<file path="src/rtl/dwt_pkg.sv">
// Shared constants for the cascaded Haar lifting DWT.
// Band codes, default sizing and the band-field width helper.
package dwt_pkg;

  localparam int W_IN_DEF   = 9;
  localparam int LEVELS_DEF = 3;
  localparam int BAND_A     = 0;

  function automatic int band_w(input int levels);
    return (levels < 1) ? 1 : $clog2(levels + 1);
  endfunction

endpackage

</file>
<file path="src/rtl/dwt_lift_stage.sv">
// One integer Haar lifting level: holds an even sample,
// emits registered (s, d) when its odd partner arrives.
module dwt_lift_stage
  import dwt_pkg::*;
#(
  parameter int W = W_IN_DEF + LEVELS_DEF + 1
) (
  input  logic         clk,
  input  logic         rst,
  input  logic         in_valid,
  input  logic [W-1:0] in_data,
  input  logic         in_last,
  output logic         out_valid,
  output logic [W-1:0] out_s,
  output logic [W-1:0] out_d,
  output logic         out_last
);

  logic                has_e;
  logic signed [W-1:0] e_q;
  logic signed [W-1:0] e_op;
  logic signed [W-1:0] d_c;
  logic signed [W-1:0] s_c;
  logic                pair;

  // partner is the held even, or the sample itself on an even-slot last
  always_comb begin
    e_op = has_e ? e_q : $signed(in_data);
    d_c  = $signed(in_data) - e_op;
    s_c  = e_op + (d_c >>> 1);
  end

  assign pair = in_valid && (has_e || in_last);

  // hold even sample, register the lifted pair on completion
  always_ff @(posedge clk or posedge rst) begin
    if (rst) begin
      has_e     <= 1'b0;
      e_q       <= '0;
      out_valid <= 1'b0;
      out_s     <= '0;
      out_d     <= '0;
      out_last  <= 1'b0;
    end else begin
      out_valid <= pair;
      if (pair) begin
        out_s    <= s_c;
        out_d    <= d_c;
        out_last <= in_last;
        has_e    <= 1'b0;
      end else if (in_valid) begin
        e_q   <= $signed(in_data);
        has_e <= 1'b1;
      end
    end
  end

endmodule

</file>
<file path="src/rtl/dwt_lift_cascade.sv">
// Cascaded Haar lifting DWT with per-band FIFOs
// and a fixed-priority output arbiter.
module dwt_lift_cascade
  import dwt_pkg::*;
#(
  parameter int W_IN       = W_IN_DEF,
  parameter int LEVELS     = LEVELS_DEF,
  parameter int W_OUT      = W_IN + LEVELS + 1,
  parameter int FIFO_DEPTH = 4
) (
  input  logic                      clk,
  input  logic                      rst,
  input  logic                      in_valid,
  output logic                      in_ready,
  input  logic [W_IN-1:0]           in_data,
  input  logic                      in_last,
  output logic                      out_valid,
  input  logic                      out_ready,
  output logic [W_OUT-1:0]          out_data,
  output logic [band_w(LEVELS)-1:0] out_band,
  output logic                      out_last
);

  localparam int BW = band_w(LEVELS);
  localparam int PW = (FIFO_DEPTH > 1) ? $clog2(FIFO_DEPTH) : 1;
  localparam int CW = $clog2(FIFO_DEPTH + 1);
  localparam int NB = LEVELS + 1;

  logic             run;
  logic             room;
  logic [LEVELS:0]  s_vld;
  logic [LEVELS:0]  s_lst;
  logic [W_OUT-1:0] s_dat [NB];
  logic [W_OUT-1:0] d_dat [1:LEVELS];

  logic [NB-1:0]    wr_en;
  logic [W_OUT:0]   wr_ent [NB];
  logic [CW-1:0]    cnt [NB];
  logic [W_OUT:0]   head [NB];
  logic [NB-1:0]    pop;

  logic [BW-1:0]    sel;
  logic             any;
  logic             load;

  assign s_vld[0] = in_valid && in_ready;
  assign s_lst[0] = in_last;
  assign s_dat[0] = {{(W_OUT - W_IN){in_data[W_IN-1]}}, in_data};

  for (genvar l = 1; l <= LEVELS; l++) begin : g_stage
    dwt_lift_stage #(.W(W_OUT)) u_stage (
      .clk       (clk),
      .rst       (rst),
      .in_valid  (s_vld[l-1]),
      .in_data   (s_dat[l-1]),
      .in_last   (s_lst[l-1]),
      .out_valid (s_vld[l]),
      .out_s     (s_dat[l]),
      .out_d     (d_dat[l]),
      .out_last  (s_lst[l])
    );
  end

  assign wr_en[0]  = s_vld[LEVELS];
  assign wr_ent[0] = {s_lst[LEVELS], s_dat[LEVELS]};

  for (genvar l = 1; l <= LEVELS; l++) begin : g_wr
    assign wr_en[l]  = s_vld[l];
    assign wr_ent[l] = {1'b0, d_dat[l]};
  end

  for (genvar b = 0; b < NB; b++) begin : g_fifo
    logic [W_OUT:0]  mem [FIFO_DEPTH];
    logic [PW-1:0]   wp;
    logic [PW-1:0]   rp;
    logic [CW-1:0]   n;

    // entry storage; reads are gated by the fill level
    always_ff @(posedge clk) begin
      if (wr_en[b]) mem[wp] <= wr_ent[b];
    end

    // pointers and fill level, write+pop nets to no change
    always_ff @(posedge clk or posedge rst) begin
      if (rst) begin
        wp <= '0;
        rp <= '0;
        n  <= '0;
      end else begin
        if (wr_en[b])
          wp <= (wp == PW'(FIFO_DEPTH - 1)) ? '0 : wp + 1'b1;
        if (pop[b])
          rp <= (rp == PW'(FIFO_DEPTH - 1)) ? '0 : rp + 1'b1;
        n <= n + CW'(wr_en[b]) - CW'(pop[b]);
      end
    end

    assign cnt[b]  = n;
    assign head[b] = mem[rp];
  end

  // admit a sample only if every band has room for all
  // results still moving through the stages plus this one
  always_comb begin
    int pend;
    room = 1'b1;
    pend = 1;
    for (int l = 1; l <= LEVELS; l++) begin
      pend += int'(s_vld[l]);
      if (int'(cnt[l]) > FIFO_DEPTH - 2 ||
          int'(cnt[l]) + pend > FIFO_DEPTH)
        room = 1'b0;
    end
    if (int'(cnt[0]) > FIFO_DEPTH - 2 ||
        int'(cnt[0]) + pend > FIFO_DEPTH)
      room = 1'b0;
  end

  assign in_ready = run && room;

  // enable input one edge after reset release
  always_ff @(posedge clk or posedge rst) begin
    if (rst) run <= 1'b0;
    else     run <= 1'b1;
  end

  // fixed priority: D1 first, approximation only when details drained
  always_comb begin
    sel = BW'(BAND_A);
    any = (cnt[0] != '0);
    for (int l = LEVELS; l >= 1; l--) begin
      if (cnt[l] != '0) begin
        sel = BW'(l);
        any = 1'b1;
      end
    end
  end

  assign load = any && (!out_valid || out_ready);

  // one-hot pop of the selected band
  always_comb begin
    for (int b = 0; b < NB; b++)
      pop[b] = load && (sel == BW'(b));
  end

  // output register holds its entry until accepted
  always_ff @(posedge clk or posedge rst) begin
    if (rst) begin
      out_valid <= 1'b0;
      out_data  <= '0;
      out_band  <= '0;
      out_last  <= 1'b0;
    end else if (load) begin
      out_valid <= 1'b1;
      out_data  <= head[sel][W_OUT-1:0];
      out_band  <= sel;
      out_last  <= head[sel][W_OUT];
    end else if (out_ready) begin
      out_valid <= 1'b0;
    end
  end

endmodule

</file>
<file path="config.mk">
export PLATFORM = sky130hd
export DESIGN_NAME = dwt_lift_cascade
export DESIGN_NICKNAME = d
export VERILOG_FILES = /design/src/rtl/dwt_pkg.sv /design/src/rtl/dwt_lift_stage.sv /design/src/rtl/dwt_lift_cascade.sv
export SDC_FILE = /design/constraint.sdc
export NUM_CORES = 1
export LEC_CHECK = 0
export BUFFER_PORTS_ARGS = -buffer_cell sky130_fd_sc_hd__buf_2
export CORE_MARGIN = 3
export CORE_UTILIZATION = 50
export CTS_BUF_LIST = sky130_fd_sc_hd__clkbuf_8
export CTS_CLUSTER_DIAMETER = 30
export DETAILED_ROUTE_END_ITERATION = 8
export GPL_TIMING_DRIVEN = 0
export PLACE_DENSITY_LB_ADDON = 0.2
export SLEW_MARGIN = 20
export SYNTH_ARGS = -nofsm -noshare
export SYNTH_HDL_FRONTEND = slang
export SYNTH_SLANG_ARGS = --single-unit
</file>
<file path="constraint.sdc">
create_clock -name clk -period 9.3 [get_ports clk]
set_input_delay 0.465 -clock clk [delete_from_list [all_inputs] [get_ports clk]]
set_output_delay 0.465 -clock clk [all_outputs]
set_load 0.02 [all_outputs]
</file>
======== Yosys cells after proc, flatten, opt, wreduce, memory -nomap -nowiden ========
Memory sizes are Yosys's and may differ from the RTL's.
Cells that the tools add are included.
Widths: inputs -> output; s select.
word-level totals
  bits in registers ....................... 168
  bits in writable memories ............... 212
  output and inout bits ................... 18
  logic and storage cells ................. 161
  memories kept ........................... 4
operators by class
  add/subtract/negate cells ............... 29
  $lt $le $gt $ge ......................... 9
  eq/ne operators ......................... 11
  muxes and demuxes ....................... 38
  bitwise operators ....................... 4
  reductions and logical operators ........ 31
memory list
  name           words  bits a word  read ports  clocked after memory_dff  write ports  line                    text
  g_fifo[0].mem  4      14           1           0                         1            dwt_lift_cascade.sv:73  logic [W_OUT:0] mem [FIFO_DEPTH];
  g_fifo[1].mem  4      13           1           0                         1            dwt_lift_cascade.sv:73
  g_fifo[2].mem  4      13           1           0                         1            dwt_lift_cascade.sv:73
  g_fifo[3].mem  4      13           1           0                         1            dwt_lift_cascade.sv:73
operator list
  kind                 number
  $add 13x12->13       3
  $mux 13              3
  $bmux 14 s2          1
  $mux 14              2
  $sub 13x13->13       2
  $mux 2               11
  $mux 1               21
  $eq 2x2->1 const B   10
  $add 2x1->2 const B  8
  $sub 9x13->13        1
  $add 3x1->3          4
  $gt 3x2->1 const B   4
  $reduce_bool 3->1    4
  $sub 3x1->3          4
  $add 3x4->5          2
  $gt 5x3->1 const B   2
  $logic_and 1x1->1    10
  $gt 4x3->1 const B   2
  $logic_or 1x1->1     8
  $reduce_bool 2->1    4
  $reduce_and 2->1     3
  $add 3x1->4          1
  $add 3x2->4          1
  $add 3x3->4          1
  8 further kinds      10

======== Depth between registers and ports, before layout ========
  depth in word-level cells ............... 13
  mapped depth ............................ 20

======== By module ========
From an unflattened synthesis, not the netlist that was laid out.
second synthesis, totals
  cells, all modules ...................... 1561
  area, all modules ....................... 19642.6 sq um
by module, submodules not included
  module                                    instances  cells an instance  area each (sq um)  sequential area each (sq um)
  dwt_lift_cascade                          1          637                10965.5            7517.2
  dwt_lift_stage at g_stage[1].u_stage ...  2          317                2926.6             1051.0
  dwt_lift_stage at g_stage[3].u_stage      1          290                2824.0             1051.0

======== Worst setup path before layout ========
No wires, ideal clock.
  kind .................................... reg-to-reg
  start point ............................. reg g_stage[3].u_stage.has_e
  end point ............................... reg g_stage[3].u_stage.out_s[10]
  setup time .............................. 134 ps
  arrival ................................. 4260 ps
  required time ........................... 9166 ps
  slack ................................... 4905 ps
  cell stages (with the launch flop) ...... 18
  path buffers ............................ 2
  period minus slack after synthesis ...... 4395 ps
  cells stage by stage .................... dfrtp_1 > clkbuf_1 > buf_1 > o21ai_0 > ha_1 > fa_1 > nand2b_1 > a21oi_1 > nor2b_1 > o21ai_0 > xor2_1 > ha_1 > a21oi_1 > or4b_2 > a31o_2 > a21oi_1 > xor2_1 > o21ai_0
between the ends
  word-level cells in the longest chain between the ends .. 3
  elaborated cells between the ends (all ways) .. 5
  those cells by class .................... add/sub: 2; mux: 1; reduce/logical: 2
ends and longest elaborated chain
  what                                 line                  text
  from (decl)                          dwt_lift_stage.sv:19  logic has_e;
  from (signal assigned)               dwt_lift_stage.sv:38  has_e <= 1'b0;
  from (signal assigned)               dwt_lift_stage.sv:50  has_e <= 1'b0;
  from (signal assigned)               dwt_lift_stage.sv:53  has_e <= 1'b1;
  $mux 13                              dwt_lift_stage.sv:28  e_op = has_e ? e_q : $signed(in_data);
  $sub 13x13->13                       dwt_lift_stage.sv:29  d_c = $signed(in_data) - e_op;
  named net g_stage[3].u_stage.d_c[8]  dwt_lift_stage.sv:22  logic signed [W-1:0] d_c;
  $add 13x12->13                       dwt_lift_stage.sv:30  s_c = e_op + (d_c >>> 1);
  to (signal assigned)                 dwt_lift_stage.sv:41  out_s <= '0;
  to (signal assigned)                 dwt_lift_stage.sv:47  out_s <= s_c;
  to (decl)                            dwt_lift_stage.sv:14  output logic [W-1:0] out_s,
The timed path passes the listed nets, and every way through them passes these cells.
A chain may end at the register's enable or synchronous reset.

======== Final worst setup path ========
Ends and elaborated chain as after synthesis.

==> summary.md <==
| Metric | Value |
|---|---|
| Initial Util | `51.1%` |
| Area growth from synthesis to final layout | `15.1%` |
| Crit path from | `g_stage[3].u_stage.has_e$_DFFE_PP0P_` |
| Maximum number of pins on one net before global-route repair | `95` |
| Power density of the placed cells | `371 nW/µm²` |
| Layout Nets | `1756` |
| Detailed-route vias per instance | `5.44` |
| Main area contributors after synthesis | `edfxtp_1 34%, dfrtp_1 22%, ha_1 7.7%, mux4_2 6.4%, nand2_1 4.3%` |
| Most instantiated cells after synthesis | `213 x nand2_1, 212 x edfxtp_1, 168 x dfrtp_1` |
| Worst R2R End | `g_stage[3].u_stage.out_s[10]$_DFFE_PP0P_` |
| Number of antenna-violating nets in the routed design | `0` |
| Setup Skew | `0.0511 ns` |
| Number of buffers created by CTS | `89` |
| Worst Max-Slew Pin Slew | `0.851 ns` |
| Number of max-slew violations in the final report | `0` |
| Number of iterations in the first detailed-routing pass | `5` |
| Fin worst setup slack | `4.13 ns` |
| Main combinational cell family by area after synthesis | `multiplexers` |
| Clock root buffer | `clkbuf_8` |
| Post-route core utilization | `58.7%` |
| Resized cells post-CTS | `0` |
| Number of violations of the max-capacitance limit | `0` |
| Post-Syn Nets | `1632` |
| Post-CTS repair timing setup buffer count | `0` |
| RSZ-0062 raised after global routing | `false` |
| Fmax | `194 MHz` |
| Xor and xnor fraction of the mapped netlist area | `3.17%` |
| Met3 track demand over resource in global routing | `4.10%` |
| Startpoint of the worst-slack reg-to-reg timing path | `g_stage[3].u_stage.has_e$_DFFE_PP0P_` |
| Mux contribution to synthesized area | `11.1%` |
| DRT Wirelength | `39.9 mm` |
| Clk sink count | `380` |
| Congestion Overflow GR | `0` |
| Status | `finished, final reports clean` |
| Worst slack, placed | `4.16 ns` |
| Static leakage | `9.45 nW` |
| Basic-gate share of the synthesized area counting and, or, nand and nor cells | `9.47%` |
| Largest stage delay on the critical path | `0.64 ns` |
| Capturing instance or port of the critical path | `g_stage[3].u_stage.out_s[10]$_DFFE_PP0P_` |
| Asr flop ratio synth | `44.2%` |
| CTS hold repair buffers | `1` |
| Multi-input gate area in the final layout | `7650 µm²` |
| Critical path class | `flop to flop` |
| CP max FO | `10` |
| Initial antenna violation count | `1` |
| # IOs | `32` |
| Min-Delay Path Class | `primary input to flop` |
| Post-synth EDFFs | `212` |
| Worst R2R Path Depth | `17` |
| Most congested layer reported by global routing | `met2` |
| Crit share post-route | `55.6%` |
| Summed negative setup slack over all endpoints | `0 ns` |
| Setup crit start kind | `flop` |
| Routability-driven placement congestion ratio | `0.849` |
| Critical path data required time | `9.80 ns` |
| Area share of the largest cell type after synthesis | `33.9%` |
| Core Region | `36800 µm²` |
| Clock-pin slew reported for the worst setup and hold paths after clock tree synthesis | `0.06 ns` |
| Number of failing hold endpoints at the final stage | `0` |
| Number of distinct library cells after synthesis | `63` |
| Mapped Area | `18800 µm²` |
| Number of buffers on the longest clock path | `3` |
| Post-Syn Instances | `1488` |
| Flops & latches, synth | `380` |
| Min Tclk post-route | `5.17 ns` |
| CTS tree | `yes` |
| Die height | `200 µm` |
| H-Tree Depth | `3` |
| Complex-gate fraction of the synthesized area | `7.69%` |
| Share of post-route cells with drive strength above 1 | `18.4%` |
| GR Layer Usage met2 | `33.6%` |
| GRT Total Usage | `21.0%` |
| Crit-path slowest cell | `or4b_2` |
| Initial drt markers | `749` |
| Slew HR | `43.3%` |
| Arrival @ worst endpoint | `5.67 ns` |
| Buffers added on ports | `31` |
| Yosys top cell by area | `edfxtp_1` |
| Synth Area in Adders | `9.22%` |
| Setup violation total in the final timing report | `0` |
| Met1 routing resource usage after global routing | `29.2%` |
| Die Footprint | `39900 µm²` |
| Peak supply drop | `334 µV` |
| First-pass GRT wire length | `64.7 mm` |
| Reg area | `10600 µm²` |
| Die width | `200 µm` |
| Clk_lat worst skew | `0.64 ns` |
| Endpoint kind of the worst setup timing path | `flop` |
| Portion of the post-synthesis area used by sequential elements | `56.3%` |
| Number of rows created at floorplan | `70` |
| Dominant register cell in the synthesized netlist | `edfxtp_1` |
| DRC violations left | `0` |
| Vias in the first global route | `12000` |
| Number of warning messages in the yosys log | `0` |
| Internal reg-to-reg setup slack | `4.13 ns` |
| Half-perimeter wire length after detailed placement | `29.0 mm` |
| Routed wirelength normalized by instance count | `18.5 µm` |
| Mean area per synthesized cell | `12.6 µm²` |
| Most frequently used cell type in the post-synthesis netlist | `nand2_1` |
| Cell breakdown of the critical path | `clkbuf_1, buf_1, o21ai_0, ha_1, fa_1, nand2b_1, a21oi_1, nor2b_1, o21ai_0, xor2_1, ha_1, a21oi_1, or4b_2, a31o_2, a21oi_1, xor2_1, o21ai_0` |
| Detailed-route via count | `11700` |
| Fillers | `2934` |
[worst max-delay path, delay by kind of cell (launching register included)]
family | cells | cell delay, ns
AND/OR/NAND/NOR | 3 | 0.92
XOR/XNOR | 2 | 0.50
buffers and inverters | 2 | 0.90
flip-flops | 1 | 0.32
AO/OA/AOI/OAI | 7 | 1.43
adder cells (fa/ha/maj) | 3 | 0.98
[cell families (layout without fill, tap and decap cells)]
family,count (synthesis),after routing
and+or+nand+nor,385,385
DFF,380,380
AOI/OAI and AO/OA,241,241
buffers and inverters,147,346
muxes,136,136
adders and majority gates,130,130
xor gates and xnor gates,68,68
other,1,2
[power breakdown]
part	total [mW]	switching, mW	internal (mW)
Combinational	3.61	2.11	1.51
Sequential	2.27	0.240	2.03
Clock	2.14	0.829	1.31
Total	8.02	3.18	4.85
[sequential cells by signal, indices dropped and copies added, names as in the netlist]
name                       count
g_fifo.mem                   212
g_fifo.n                      12
g_fifo.rp                      8
g_fifo.wp                      8
g_stage.u_stage.e_q           35
g_stage.u_stage.has_e          3
g_stage.u_stage.out_d         39
g_stage.u_stage.out_last       3
g_stage.u_stage.out_s         39
g_stage.u_stage.out_valid      3
out_band                       2
out_data                      13
out_last                       1
out_valid                      1
run                            1
[cell usage in the layout (no fill, tap or decap), types with 12 or more instances in the layout]
cell | synthesis | routed
a21oi_1 | 53 | 53
edfxtp_1 | 212 | 212
mux2i_1 | 29 | 29
nor2_1 | 44 | 44
nand2_1 | 213 | 213
a21o_1 | 24 | 24
nand2b_1 | 13 | 13
clkinvlp_4 | 0 | 14
xnor2_1 | 38 | 38
nor3_1 | 18 | 18
and2_1 | 21 | 21
xor2_1 | 30 | 30
o21a_1 | 12 | 12
buf_2 | 7 | 38
bufinv_16 | 0 | 12
o21ai_0 | 106 | 106
fa_1 | 14 | 14
mux4_2 | 53 | 53
ha_1 | 116 | 116
mux2_2 | 54 | 54
clkbuf_1 | 41 | 41
dfrtp_1 | 168 | 168
inv_1 | 95 | 105
nand3_1 | 19 | 19
clkbuf_8 | 0 | 95
clkinv_2 | 0 | 14
[how the worst min path moves through the flow]
stage | endpoint | cells past startpoint | slack, ns | start
2_1_floorplan | g_fifo[1].mem[0][3]$_DFFE_PP_ | 0 | 0.47 | g_stage[1].u_stage.out_d[3]$_DFFE_PP0P_
3_3_place_gp | out_data[7]$_DFFE_PP0P_ | 2 | 0.46 | out_data[7]$_DFFE_PP0P_
3_5_place_dp | out_last$_DFFE_PP0P_ | 2 | 0.46 | out_last$_DFFE_PP0P_
4_1_cts | g_stage[1].u_stage.e_q[0]$_DFFE_PP0P_ | 2 | 0.01 | in_data[0]
5_1_grt | g_stage[1].u_stage.e_q[0]$_DFFE_PP0P_ | 2 | 0.02 | in_data[0]
6_report | g_stage[1].u_stage.e_q[0]$_DFFE_PP0P_ | 2 | 0.07 | in_data[0]
[per-stage QoR]
step	hold WS (ns)	total power, mW	std cells	cell area [µm²]
after floorplan	0.472	4.98	1488	18800
after global placement	0.458	5.87	1987	19500
after detailed placement	0.465	5.91	1988	19600
after CTS	0.0116	8.09	2155	21600
after global routing	0.0205	8.64	2155	21600
final	0.0691	8.02	2156	21600
[cell type report]
class,instances,share of cell area [%]
flip-flops and latches,380,48.9
multi-input cells,961,35.4
clock buffers,95,6.05
clock inverters,71,3.39
well taps,468,2.71
inverters,95,1.68
plain buffers,52,0.961
repair buffers,33,0.892
diodes,1,0.0116
[layer usage]
| layer | vias up | part of all wire, % |
|---|---|---|
| li1 | 5656 | - |
| met1 | 5726 | 45 |
| met2 | 276 | 47 |
| met3 | 75 | 4.8 |
| met4 | 0 | 2.7 |
| met5 | - | 0 |
No activity file was read; power rests on OpenSTA's default activity.
